===== config.mk =====
export PLATFORM = sky130hd
export DESIGN_NAME = data_ram_arbiter
export DESIGN_NICKNAME = d
export VERILOG_FILES = /design/src/rtl/data_ram_arbiter.sv
export SDC_FILE = /design/constraint.sdc
export NUM_CORES = 1
export LEC_CHECK = 0
export CAP_MARGIN = 25
export CORE_AREA = 2 2 98 100
export CTS_BUF_LIST = sky130_fd_sc_hd__clkbuf_8
export CTS_CLUSTER_SIZE = 14
export DETAILED_ROUTE_END_ITERATION = 6
export DIE_AREA = 0 0 100 102
export PLACE_DENSITY = 0.75
export SLEW_MARGIN = 20
export SYNTH_ARGS = -nofsm -noshare
export SYNTH_HDL_FRONTEND = slang
export SYNTH_SLANG_ARGS = --single-unit

===== constraint.sdc =====
create_clock -name clk -period 3.7 [get_ports clk]
set_input_delay 0.37 -clock clk [delete_from_list [all_inputs] [get_ports clk]]
set_output_delay 0.37 -clock clk [all_outputs]
set_load 0.03 [all_outputs]

===== src/rtl/data_ram_arbiter.sv =====
// Arbiter and sequencer sharing the single data RAM port between the CPU
// load/store path and the external host port, with one-cycle read latency.
module data_ram_arbiter #(
    parameter int ADDR_W     = 16,
    parameter int DATA_W     = 32,
    parameter int STARVE_MAX = 4
) (
    input  logic              clk,
    input  logic              rst,
    input  logic              cpu_req,
    input  logic              cpu_we,
    input  logic [ADDR_W-1:0] cpu_addr,
    input  logic [DATA_W-1:0] cpu_wdata,
    input  logic [2:0]        cpu_size,
    output logic              cpu_ack,
    output logic [DATA_W-1:0] cpu_rdata,
    output logic              cpu_stall,
    input  logic              ext_req,
    input  logic              ext_we,
    input  logic [ADDR_W-1:0] ext_addr,
    input  logic [DATA_W-1:0] ext_wdata,
    output logic              ext_ack,
    output logic [DATA_W-1:0] ext_rdata,
    output logic              ram_read_flag,
    output logic              ram_write_flag,
    output logic [ADDR_W-1:0] ram_addr,
    output logic [DATA_W-1:0] ram_write_data,
    output logic [2:0]        ram_write_size,
    input  logic [DATA_W-1:0] ram_read_data
);

    typedef enum logic [0:0] {
        ST_IDLE    = 1'b0,
        ST_RD_WAIT = 1'b1
    } state_e;

    localparam logic       OWNER_CPU  = 1'b0;
    localparam logic       OWNER_EXT  = 1'b1;
    localparam logic [2:0] SIZE_WORD  = 3'b010;
    localparam logic [3:0] STARVE_LIM = 4'(STARVE_MAX);

    state_e      state_q, state_d;
    logic        owner_q, owner_d;
    logic [3:0]  starve_cnt_q, starve_cnt_d;
    logic        grant_cpu_s;
    logic        grant_ext_s;

    // State, read owner and starvation counter registers
    always_ff @(posedge clk or negedge rst) begin
        if (!rst) begin
            state_q      <= ST_IDLE;
            owner_q      <= OWNER_CPU;
            starve_cnt_q <= 4'd0;
        end else begin
            state_q      <= state_d;
            owner_q      <= owner_d;
            starve_cnt_q <= starve_cnt_d;
        end
    end

    // Arbitration, RAM command issue, read return and next-state logic
    always_comb begin
        state_d        = state_q;
        owner_d        = owner_q;
        starve_cnt_d   = starve_cnt_q;
        grant_cpu_s    = 1'b0;
        grant_ext_s    = 1'b0;
        cpu_ack        = 1'b0;
        cpu_rdata      = '0;
        ext_ack        = 1'b0;
        ext_rdata      = '0;
        ram_read_flag  = 1'b0;
        ram_write_flag = 1'b0;
        ram_addr       = '0;
        ram_write_data = '0;
        ram_write_size = 3'b000;

        case (state_q)
            ST_IDLE: begin
                if (ext_req && (!cpu_req || (starve_cnt_q == STARVE_LIM))) begin
                    grant_ext_s = 1'b1;
                end else if (cpu_req) begin
                    grant_cpu_s = 1'b1;
                end else begin
                    grant_ext_s = 1'b0;
                end

                // Counter only grows while the host is actually waiting
                if (!ext_req || grant_ext_s) begin
                    starve_cnt_d = 4'd0;
                end else if (grant_cpu_s && (starve_cnt_q != 4'hF)) begin
                    starve_cnt_d = starve_cnt_q + 4'd1;
                end else begin
                    starve_cnt_d = starve_cnt_q;
                end

                if (grant_cpu_s) begin
                    ram_addr = cpu_addr;
                    if (cpu_we) begin
                        ram_write_flag = 1'b1;
                        ram_write_data = cpu_wdata;
                        ram_write_size = cpu_size;
                        cpu_ack        = 1'b1;
                    end else begin
                        ram_read_flag = 1'b1;
                        owner_d       = OWNER_CPU;
                        state_d       = ST_RD_WAIT;
                    end
                end else if (grant_ext_s) begin
                    ram_addr = ext_addr;
                    if (ext_we) begin
                        ram_write_flag = 1'b1;
                        ram_write_data = ext_wdata;
                        ram_write_size = SIZE_WORD;
                        ext_ack        = 1'b1;
                    end else begin
                        ram_read_flag = 1'b1;
                        owner_d       = OWNER_EXT;
                        state_d       = ST_RD_WAIT;
                    end
                end else begin
                    state_d = ST_IDLE;
                end
            end
            ST_RD_WAIT: begin
                if (owner_q == OWNER_EXT) begin
                    ext_ack   = 1'b1;
                    ext_rdata = ram_read_data;
                end else begin
                    cpu_ack   = 1'b1;
                    cpu_rdata = ram_read_data;
                end
                state_d = ST_IDLE;
            end
            default: begin
                state_d = ST_IDLE;
            end
        endcase

        // Outputs are forced quiet for the whole reset window, including
        // when reset lands in the middle of an outstanding read.
        if (!rst) begin
            cpu_ack        = 1'b0;
            cpu_rdata      = '0;
            ext_ack        = 1'b0;
            ext_rdata      = '0;
            ram_read_flag  = 1'b0;
            ram_write_flag = 1'b0;
            ram_addr       = '0;
            ram_write_data = '0;
            ram_write_size = 3'b000;
        end else begin
            cpu_ack = cpu_ack;
        end

        cpu_stall = cpu_req & ~cpu_ack;
    end

endmodule

==> flow_summary.toml, run 1 <==
[worst_setup_path]
critPathSlowestCell = "clkdlybuf4s50_1"
crit_type = "in2out"
startpoint_type = "input port"
path_cells = "clkdlybuf4s50_1 > and4b_1 > or3_1 > a21oi_1 > clkdlybuf4s50_1"
arrival_ps = 2470
crit_path_frequent_cell = "clkdlybuf4s50_1"
worstSetupEndpointType = "output pin"
required_ps = 3330
path_max_fanout = 7
cpPeakStageDelay_ps = 730

[global_routing]
antenna_found_initial = 0
grt_max_degree = 53
grt_pass1_vias = 3019
gr-total-overflow = 0
grt_pass1_wl_um = 14600
grt_usage_pct = 17.3

[synthesis]
ys_async_sr_fraction_pct = 100
synth_xor_xnor_area_share_pct = 0.502
yosys.area_share.adder_pct = 1.43
synthFlopType = "dfrtp_1"
mappedNetlistArea_um2 = 1740
syn_avg_cell_area_um2 = 5.22
synth_mux_area_share_pct = 0
synth_top_area_share_pct = 22.2
synth_top_family_by_area = "simple AND/OR/NAND/NOR gates"
synth_nets = 473
syn-instance-count = 334
synth_compound_area_share_pct = 25.8
yosysWarnings = 0
synth_area_leader_cell = "nand2_1"
synth.distinct_cells = 31
synth_seq_cells = 6
synth.yosys.seq_area_share_pct = 8.61
synthSimpleGateAreaFrac_pct = 51.6
synth_edf_count = 0
synth_area_leaders = "nand2_1 22%, o22ai_1 16%, nor2_1 14%"

[detailed_routing]
detail_route.wl_per_cell_um = 14.9
vias = 3265
viasPerCell = 4.84
wirelength_um = 10000
firstDrtPassIters = 4
ant_nets = 0
route.detailed.drc = 0
drtIter0Drc = 110
wl_met1_um = 3820
top_layer_used = "met4"
wl_met2_um = 5110
dr_wl_met3_um = 1060

[power_and_ir_drop]
ir_drop_mv = 0.143
p_per_area_nw_per_um2 = 179
p_leak_nw = 1.66

[floorplanning]
num_io_pins = 257
core-area_um2 = 9110
dieWidth_um = 100
die_area_um2 = 10200
die_y_um = 102
num_rows = 35
initial_utilization_pct = 19.1

[sta]
finalClockSkew_ps = 2.01
worst_pin_slew_ps = 719
hold_viol = 0
worst_slack_ps = 863
slew_headroom_pct = 51.9
finalSetupViolations = 0
slew_violations = 0
max_freq_mhz = 352
finalCriticalPeriod_ps = 2840
period_share_pct = 76.7
rsz0062_at_grt = "no"
fin_tns_setup_ps = 0

[cts]
cts_hold_buf = 0
numClockSinks = 6
cts_root_buffer = "clkbuf_8"
clk_pin_slew_ps = 30
cts_tree = "done"
cts_buffer_depth = 2
ctsHtreeMaxLevel = 1
clock_latency_ps = 220
cts_resized = 0
cts_setup_buffers = 0
cts_inserted_buffers = 3

[outcome]
status = "complete, no violations"

[placement]
gp_routability_congestion = 0.857
pre_cts_ws_ps = 889
hpwl_um = 8000
io_buffers = 256

[cells_and_area]
seq_area_um2 = 150
diodes = 0
fill_cells = 918
area_growth_syn_to_layout_pct = 148
nets = 705
drive_gt1_share_pct = 13.1
multi_input_area_um2 = 1390

[job]
cap_violations = 0

[min_path]
min_path_type = "reg2reg"
## cell usage in the layout, fill, tap and decap left out, types with 2 or more instances in the layout
cell and n:
clkdlybuf4s50_1 203, nand2_1 102, nor2_1 67, buf_4 54
o22ai_1 45, nand3_1 34, buf_12 7, o22ai_2 6
dfrtp_1 6, inv_1 5, a21oi_1 5, o21ai_0 4
or3_1 3, clkbuf_8 3, and3_1 2, ha_1 2
## cells in the mapped netlist (2+ instances only)
master,n
o22ai_1,45
nand2_1,103
or3_1,3
clkbuf_1,16
ha_1,2
buf_6,3
dfrtp_1,6
buf_2,15
buf_4,3
inv_1,5
o22ai_2,6
o21ai_0,4
nand3_1,34
a21oi_1,5
and3_1,2
nor2_1,67
## stage by stage
step                      cells  utilization, %  area [um^2]  power, W  hold slack (ps)
after floorplan             334               -         1740  0.000387             74.4
after global placement      672            47.0         4280  0.000673              533
final                       675            47.4         4320  0.000773              578
after detailed placement    672            47.0         4280  0.000680              554
after global routing        675            47.4         4320  0.000823              602
after CTS                   675            47.4         4320  0.000780              561
## critical path, delay by kind of cell
kind	cells	cell delay, ps
AO/OA/AOI/OAI	1	240
buffers and inverters	2	1240
AND/OR/NAND/NOR	2	620
## routing by layer
metal / vias up / track usage (%)
met2: 175 / 33.6
li1: 1595 / -
met4: 0 / 2.63
met3: 4 / 5.20
met1: 1491 / 18.9
met5: - / 0
## registers in the layout, indices dropped and copies added, names as in the netlist
| name | count |
|---|---|
| starve_cnt_q | 4 |
| owner_q | 1 |
| state_q | 1 |
## area by class of cell
| cell class | count | share of cell area [%] |
|---|---|---|
| clock buffers | 3 | 0.956 |
| inverters | 5 | 0.434 |
| multi-input cells | 286 | 32.3 |
| flip-flops and latches | 6 | 3.48 |
| well taps | 111 | 3.21 |
| repair buffers | 264 | 59.7 |
## logic make-up (layout without fill, tap and decap cells)
kind of cell	Yosys count	after routing
AOI/OAI and AO/OA	66	66
xor gates and xnor gates	1	1
buffers and inverters	42	272
DFF	6	6
adders and majority gates	2	2
and+or+nand+nor	217	217
## power breakdown
part           leakage, nW   total, W  switching, W  internal, W
clock               0.0216  0.0000948     0.0000252    0.0000696
combinational         1.56   0.000596      0.000315     0.000281
sequential          0.0773  0.0000828    0.00000923    0.0000735
## path summary, 6_finish.rpt
| check | from | end | slack [ps] | cells past startpoint |
|---|---|---|---|---|
| setup / recovery | ext_req | cpu_ack | 860 | 5 |
| setup reg to reg | starve_cnt_q[0]$_DFFE_PN0P_ | owner_q$_DFFE_PN0P_ | 2050 | 5 |
| min in group asynchronous | rst | owner_q$_DFFE_PN0P_ | 590 | 2 |
| hold reg to reg | owner_q$_DFFE_PN0P_ | owner_q$_DFFE_PN0P_ | 580 | 2 |
| hold / removal | owner_q$_DFFE_PN0P_ | owner_q$_DFFE_PN0P_ | 580 | 2 |
| max in group asynchronous | rst | starve_cnt_q[3]$_DFFE_PN0P_ | 2830 | 2 |
Note: power is estimated with default switching activity, not from simulation.
==> run 2: changes to the inputs <==
--- a/config.mk
+++ b/config.mk
@@ -6,12 +6,12 @@
 export NUM_CORES = 1
 export LEC_CHECK = 0
 export CAP_MARGIN = 25
-export CORE_AREA = 2 2 98 100
+export CORE_AREA = 2 2 101 103
 export CTS_BUF_LIST = sky130_fd_sc_hd__clkbuf_8
 export CTS_CLUSTER_SIZE = 14
 export DETAILED_ROUTE_END_ITERATION = 6
-export DIE_AREA = 0 0 100 102
-export PLACE_DENSITY = 0.75
+export DIE_AREA = 0 0 103 105
+export PLACE_DENSITY = 0.74
 export SLEW_MARGIN = 20
 export SYNTH_ARGS = -nofsm -noshare
 export SYNTH_HDL_FRONTEND = slang
==> constraint.sdc (replaced) <==
create_clock -name clk -period 2.3 [get_ports clk]
set_input_delay 0.23 -clock clk [delete_from_list [all_inputs] [get_ports clk]]
set_output_delay 0.23 -clock clk [all_outputs]
set_load 0.03 [all_outputs]
==> run 2 against run 1 <==
  * Register-to-register slack got worse by 1200 ps
  * Combinational power grew 60%
  * Non-clock buffer count rose by 5
  * Count of clock-buffer cells in the layout stayed put
  * Wire length is 5.8% lower
  * Core utilization down 3.3 points
  * Highest routed layer unchanged
  * Cell count is 4.0% higher
  * First-iteration DRC count unchanged
  * Die area grew 6.0%
  * Via count shrank 0.83%
  * Flip-flop and latch count is the same
  * Critical path type is now reg2out
  * Sequential power grew 62%
==> flow_summary.toml, run 2 (synthesis results as in run 1) <==
[outcome]
status = "complete, no violations"

[power_and_ir_drop]
p_leak_nw = 1.84
p_per_area_nw_per_um2 = 295
ir_drop_mv = 0.158
totalPowerFinal_w = 0.00125

[detailed_routing]
route.detailed.drc = 0
ant_nets = 0
drtIter0Drc = 110
detail_route.wl_per_cell_um = 13.5
vias = 3238
firstDrtPassIters = 6
wirelength_um = 9450
viasPerCell = 4.61

[cts]
cts_hold_buf = 0
ctsHtreeMaxLevel = 1
cts_tree = "done"
cts_inserted_buffers = 3
cts_buffer_depth = 2
clock_latency_ps = 230
cts_resized = 0
clk_pin_slew_ps = 40
cts_setup_buffers = 0
cts_root_buffer = "clkbuf_8"
numClockSinks = 6

[cells_and_area]
largest_reg_flops = 4
reg_top3 = "starve_cnt_q: 4 flops, owner_q: 1 flops, state_q: 1 flops"
stdcell_count = 702
fill_cells = 991
regMostFlops = "starve_cnt_q"
final_cell_mix = "136 x clkdlybuf4s50_1, 122 x buf_4, 103 x nand2_1"
seq_area_um2 = 150
nets = 710
drive_gt1_share_pct = 25.3
multi_input_area_um2 = 1390
final_common_cell = "clkdlybuf4s50_1"
area_growth_syn_to_layout_pct = 144
diodes = 0

[sta]
finalCriticalPeriod_ps = 2150
worst_pin_slew_ps = 369
fin_tns_setup_ps = 0
finalSetupViolations = 0
rsz0062_at_grt = "no"
slew_violations = 0
max_freq_mhz = 465
period_share_pct = 93.6
hold_viol = 0
finalClockSkew_ps = 4.08
slew_headroom_pct = 75.3

[worst_setup_path]
path_cells = "inv_1 > ha_1 > nand3b_2 > a21bo_1 > buf_4 > o22ai_1 > buf_12"
reg2regPathDepth = 5
critPathSlowestCell = "dfrtp_1"
crit_type = "reg2out"
cpPeakStageDelay_ps = 390
startpoint_type = "flip-flop"
reg2reg_slack_ps = 840
timing.rr.end = "starve_cnt_q[1]$_DFFE_PN0P_"
crit_start = "starve_cnt_q[0]$_DFFE_PN0P_"
worstSetupEndpointType = "output pin"
setup.worst_path.end = "ext_ack"
rr_startpoint = "starve_cnt_q[0]$_DFFE_PN0P_"
path_max_fanout = 15
arrival_ps = 1920
required_ps = 2070

[global_routing]
grt_pass1_wl_um = 13600
grt_max_degree = 69
top_usage_layer = "met2"
use_met1_pct = 16.1
grt_usage_pct = 15.3
gr-total-overflow = 0
antenna_found_initial = 0
use_met3_pct = 3.48
met2_usage_pct = 30.1
grt_pass1_vias = 2947

[placement]
dp.cells = 699
gp_routability_congestion = 0.833
io_buffers = 256
hpwl_um = 7610

[min_path]
min_path_type = "in2async"

[floorplanning]
initial_utilization_pct = 18.1
num_io_pins = 257
die_area_um2 = 10800
die_y_um = 105
num_rows = 36
core-area_um2 = 9640
dieWidth_um = 103

[job]
cap_violations = 0
==> run 2: cell type report <==
type | instances | share of cell area (%)
Sequential cell | 6 | 3.53
Timing Repair Buffer | 269 | 58.5
Inverter | 5 | 0.441
Tap cell | 133 | 3.91
Clock buffer | 3 | 0.970
Multi-Input combinational cell | 286 | 32.7
==> run 2: report_power, final <==
group / leakage, nW / switching (W) / internal (W)
logic: 1.74 / 0.000503 / 0.000453
registers: 0.0773 / 0.0000157 / 0.000118
clock network: 0.0216 / 0.0000518 / 0.000113
==> run 2: metrics by stage <==
stage / instance area [um^2] / hold slack [ps] / setup WS [ps] / utilization [%]
global route: 4260 / 496 / 50.4 / 44.2
detailed placement: 4210 / 560 / 239 / 43.7
floorplan: 1740 / -65.6 / 181 / -
CTS: 4260 / 455 / 25.1 / 44.1
finish: 4260 / 445 / 148 / 44.2
global placement: 4210 / 537 / 250 / 43.7
==> run 2: worst min-delay path by stage <==
stage	from	slack [ps]	cells past startpoint	end
5_1_grt	rst	500	2	state_q$_DFF_PN0_
2_1_floorplan	rst	-70	0	owner_q$_DFFE_PN0P_
3_5_place_dp	owner_q$_DFFE_PN0P_	560	2	owner_q$_DFFE_PN0P_
3_3_place_gp	owner_q$_DFFE_PN0P_	540	2	owner_q$_DFFE_PN0P_
4_1_cts	rst	450	2	state_q$_DFF_PN0_
6_report	rst	440	2	state_q$_DFF_PN0_
==> run 2: worst max-delay path, delay by kind of cell, from the launching register on <==
kind                     cells  cell delay (ps)
buffers and inverters        3              460
adder cells (fa/ha/maj)      1              200
AO/OA/AOI/OAI                2              510
AND/OR/NAND/NOR              1              130
flip-flops                   1              390
==> run 2: metal layers <==
layer  wire length [um]  share of wire [%]  vias up
li1                   -                  -     1609
met1               3480                 37     1441
met2               4830                 51      177
met3               1030                 11       11
met4                116                1.2        0
met5                  0                  0        -
==> run 3: changes to the inputs <==
--- a/config.mk
+++ b/config.mk
@@ -12,6 +12,7 @@
 export DETAILED_ROUTE_END_ITERATION = 6
 export DIE_AREA = 0 0 103 105
 export PLACE_DENSITY = 0.74
+export RECOVER_POWER = 100
 export SLEW_MARGIN = 20
 export SYNTH_ARGS = -nofsm -noshare
 export SYNTH_HDL_FRONTEND = slang
==> run 3 against run 2 <==
  * Worst setup slack got worse by 0.68 ps
  * Maximum frequency about the same
  * Largest power group unchanged
  * Cell count unchanged
  * Sequential share of layout area increased by 0.37 points
  * Flip-flop and latch count unchanged
  * Sequential power about the same
  * Final area decreased by 9.5%
  * Wire length decreased by 1.3%
  * Critical endpoint unchanged
  * Global-route usage unchanged
  * Worst hold slack improved by 71 ps
  * Core utilization decreased by 4.2 points
  * Non-clock buffer count unchanged
==> flow_summary.toml, run 3 (synthesis results as in run 1) <==
[placement]
hpwl_um = 7610
gp_routability_congestion = 0.833
io_buffers = 256
placed_area_um2 = 4210

[cells_and_area]
regMostFlops = "starve_cnt_q"
seq_area_um2 = 150
reg_top3 = "starve_cnt_q: 4 flops, owner_q: 1 flops, state_q: 1 flops"
utilization_pct = 40.0
nets = 710
largest_reg_flops = 4
final_cell_mix = "134 x clkdlybuf4s50_1, 103 x nand2_1, 67 x nor2_1"
diodes = 0
drive_gt1_share_pct = 13.9
area_growth_syn_to_layout_pct = 121
finalInstanceArea_um2 = 3850
final_common_cell = "clkdlybuf4s50_1"
fill_cells = 1116
multi_input_area_um2 = 1390

[floorplanning]
initial_utilization_pct = 18.1
num_io_pins = 257
num_rows = 36
dieWidth_um = 103
die_area_um2 = 10800
core-area_um2 = 9640
die_y_um = 105

[cts]
cts_tree = "done"
clk_pin_slew_ps = 40
cts_buffer_depth = 2
numClockSinks = 6
cts_hold_buf = 0
cts_root_buffer = "clkbuf_8"
cts_inserted_buffers = 3
cts_resized = 0
clock_latency_ps = 230
cts_setup_buffers = 0
ctsHtreeMaxLevel = 1

[worst_setup_path]
worstSetupEndpointType = "output pin"
path_cells = "inv_1 > ha_1 > nand3b_2 > a21bo_1 > buf_4 > o22ai_1 > buf_12"
arrival_ps = 1920
crit_type = "reg2out"
cp_top_family = "compound AO/OA/AOI/OAI gates"
critPathSlowestCell = "dfrtp_1"
required_ps = 2070
startpoint_type = "flip-flop"
cpPeakStageDelay_ps = 390
crit_buf_inv = 3
path_max_fanout = 15

[power_and_ir_drop]
ir_drop_mv = 0.148
p_leak_nw = 1.51
p_per_area_nw_per_um2 = 307

[sta]
period_share_pct = 93.6
slew_headroom_pct = 72.1
fin_tns_setup_ps = 0
hold_viol = 0
finalClockSkew_ps = 4.10
slew_violations = 0
finalCriticalPeriod_ps = 2150
worst_pin_slew_ps = 420
rsz0062_at_grt = "no"
max_freq_mhz = 465
finalSetupViolations = 0

[detailed_routing]
firstDrtPassIters = 6
viasPerCell = 4.63
vias = 3250
drtIter0Drc = 90
detail_route.wl_per_cell_um = 13.3
ant_nets = 0
wirelength_um = 9330
route.detailed.drc = 0

[global_routing]
grt_max_degree = 69
antenna_found_initial = 0
grt_pass1_wl_um = 13600
use_met3_pct = 3.48
gr-total-overflow = 0
top_usage_layer = "met2"
grt_pass1_vias = 2947
grt_usage_pct = 15.3
met2_usage_pct = 30.1
use_met1_pct = 16.1

[outcome]
status = "complete, no violations"

[min_path]
min_path_type = "in2async"

[job]
cap_violations = 0
[run 3: through the flow]
| step | power, W | std cells | setup WS (ps) | hold WS [ps] |
|---|---|---|---|---|
| final | 0.00118 | 702 | 147 | 516 |
| after global routing | 0.00127 | 702 | 41.5 | 568 |
| after CTS | 0.00127 | 702 | 25.1 | 455 |
| after detailed placement | 0.00110 | 699 | 239 | 560 |
| after global placement | 0.00108 | 699 | 250 | 537 |
| after floorplan | 0.000623 | 334 | 181 | -65.6 |
[run 3: final timing paths]
kind	start	to	slack (ps)	cells past startpoint
min reg2reg	owner_q$_DFFE_PN0P_	owner_q$_DFFE_PN0P_	560	2
max	starve_cnt_q[0]$_DFFE_PN0P_	ext_ack	150	7
max in group asynchronous	rst	owner_q$_DFFE_PN0P_	1510	2
min in group clk	owner_q$_DFFE_PN0P_	owner_q$_DFFE_PN0P_	560	2
min	rst	state_q$_DFF_PN0_	520	2
max reg2reg	starve_cnt_q[0]$_DFFE_PN0P_	state_q$_DFF_PN0_	810	6
[run 3: report_power, final]
part	switching, W	internal (W)	leakage (nW)
clock	0.0000518	0.000113	0.0216
combinational	0.000500	0.000386	1.41
sequential	0.0000157	0.000118	0.0773
total	0.000567	0.000617	1.51
[run 3: layout make-up]
type	count	share of cell area, %
tap	133	4.32
inverter	5	0.487
timing repair buffer	269	54.1
multi-input combinational	286	36.1
clock buffer	3	1.07
sequential	6	3.89
[run 3: metal layers]
| layer | up-vias | routed length, um |
|---|---|---|
| met1 | 1443 | 3370 |
| met2 | 187 | 4820 |
| met3 | 11 | 1030 |
| met4 | 0 | 114 |
| li1 | 1609 | - |
| met5 | - | 0 |
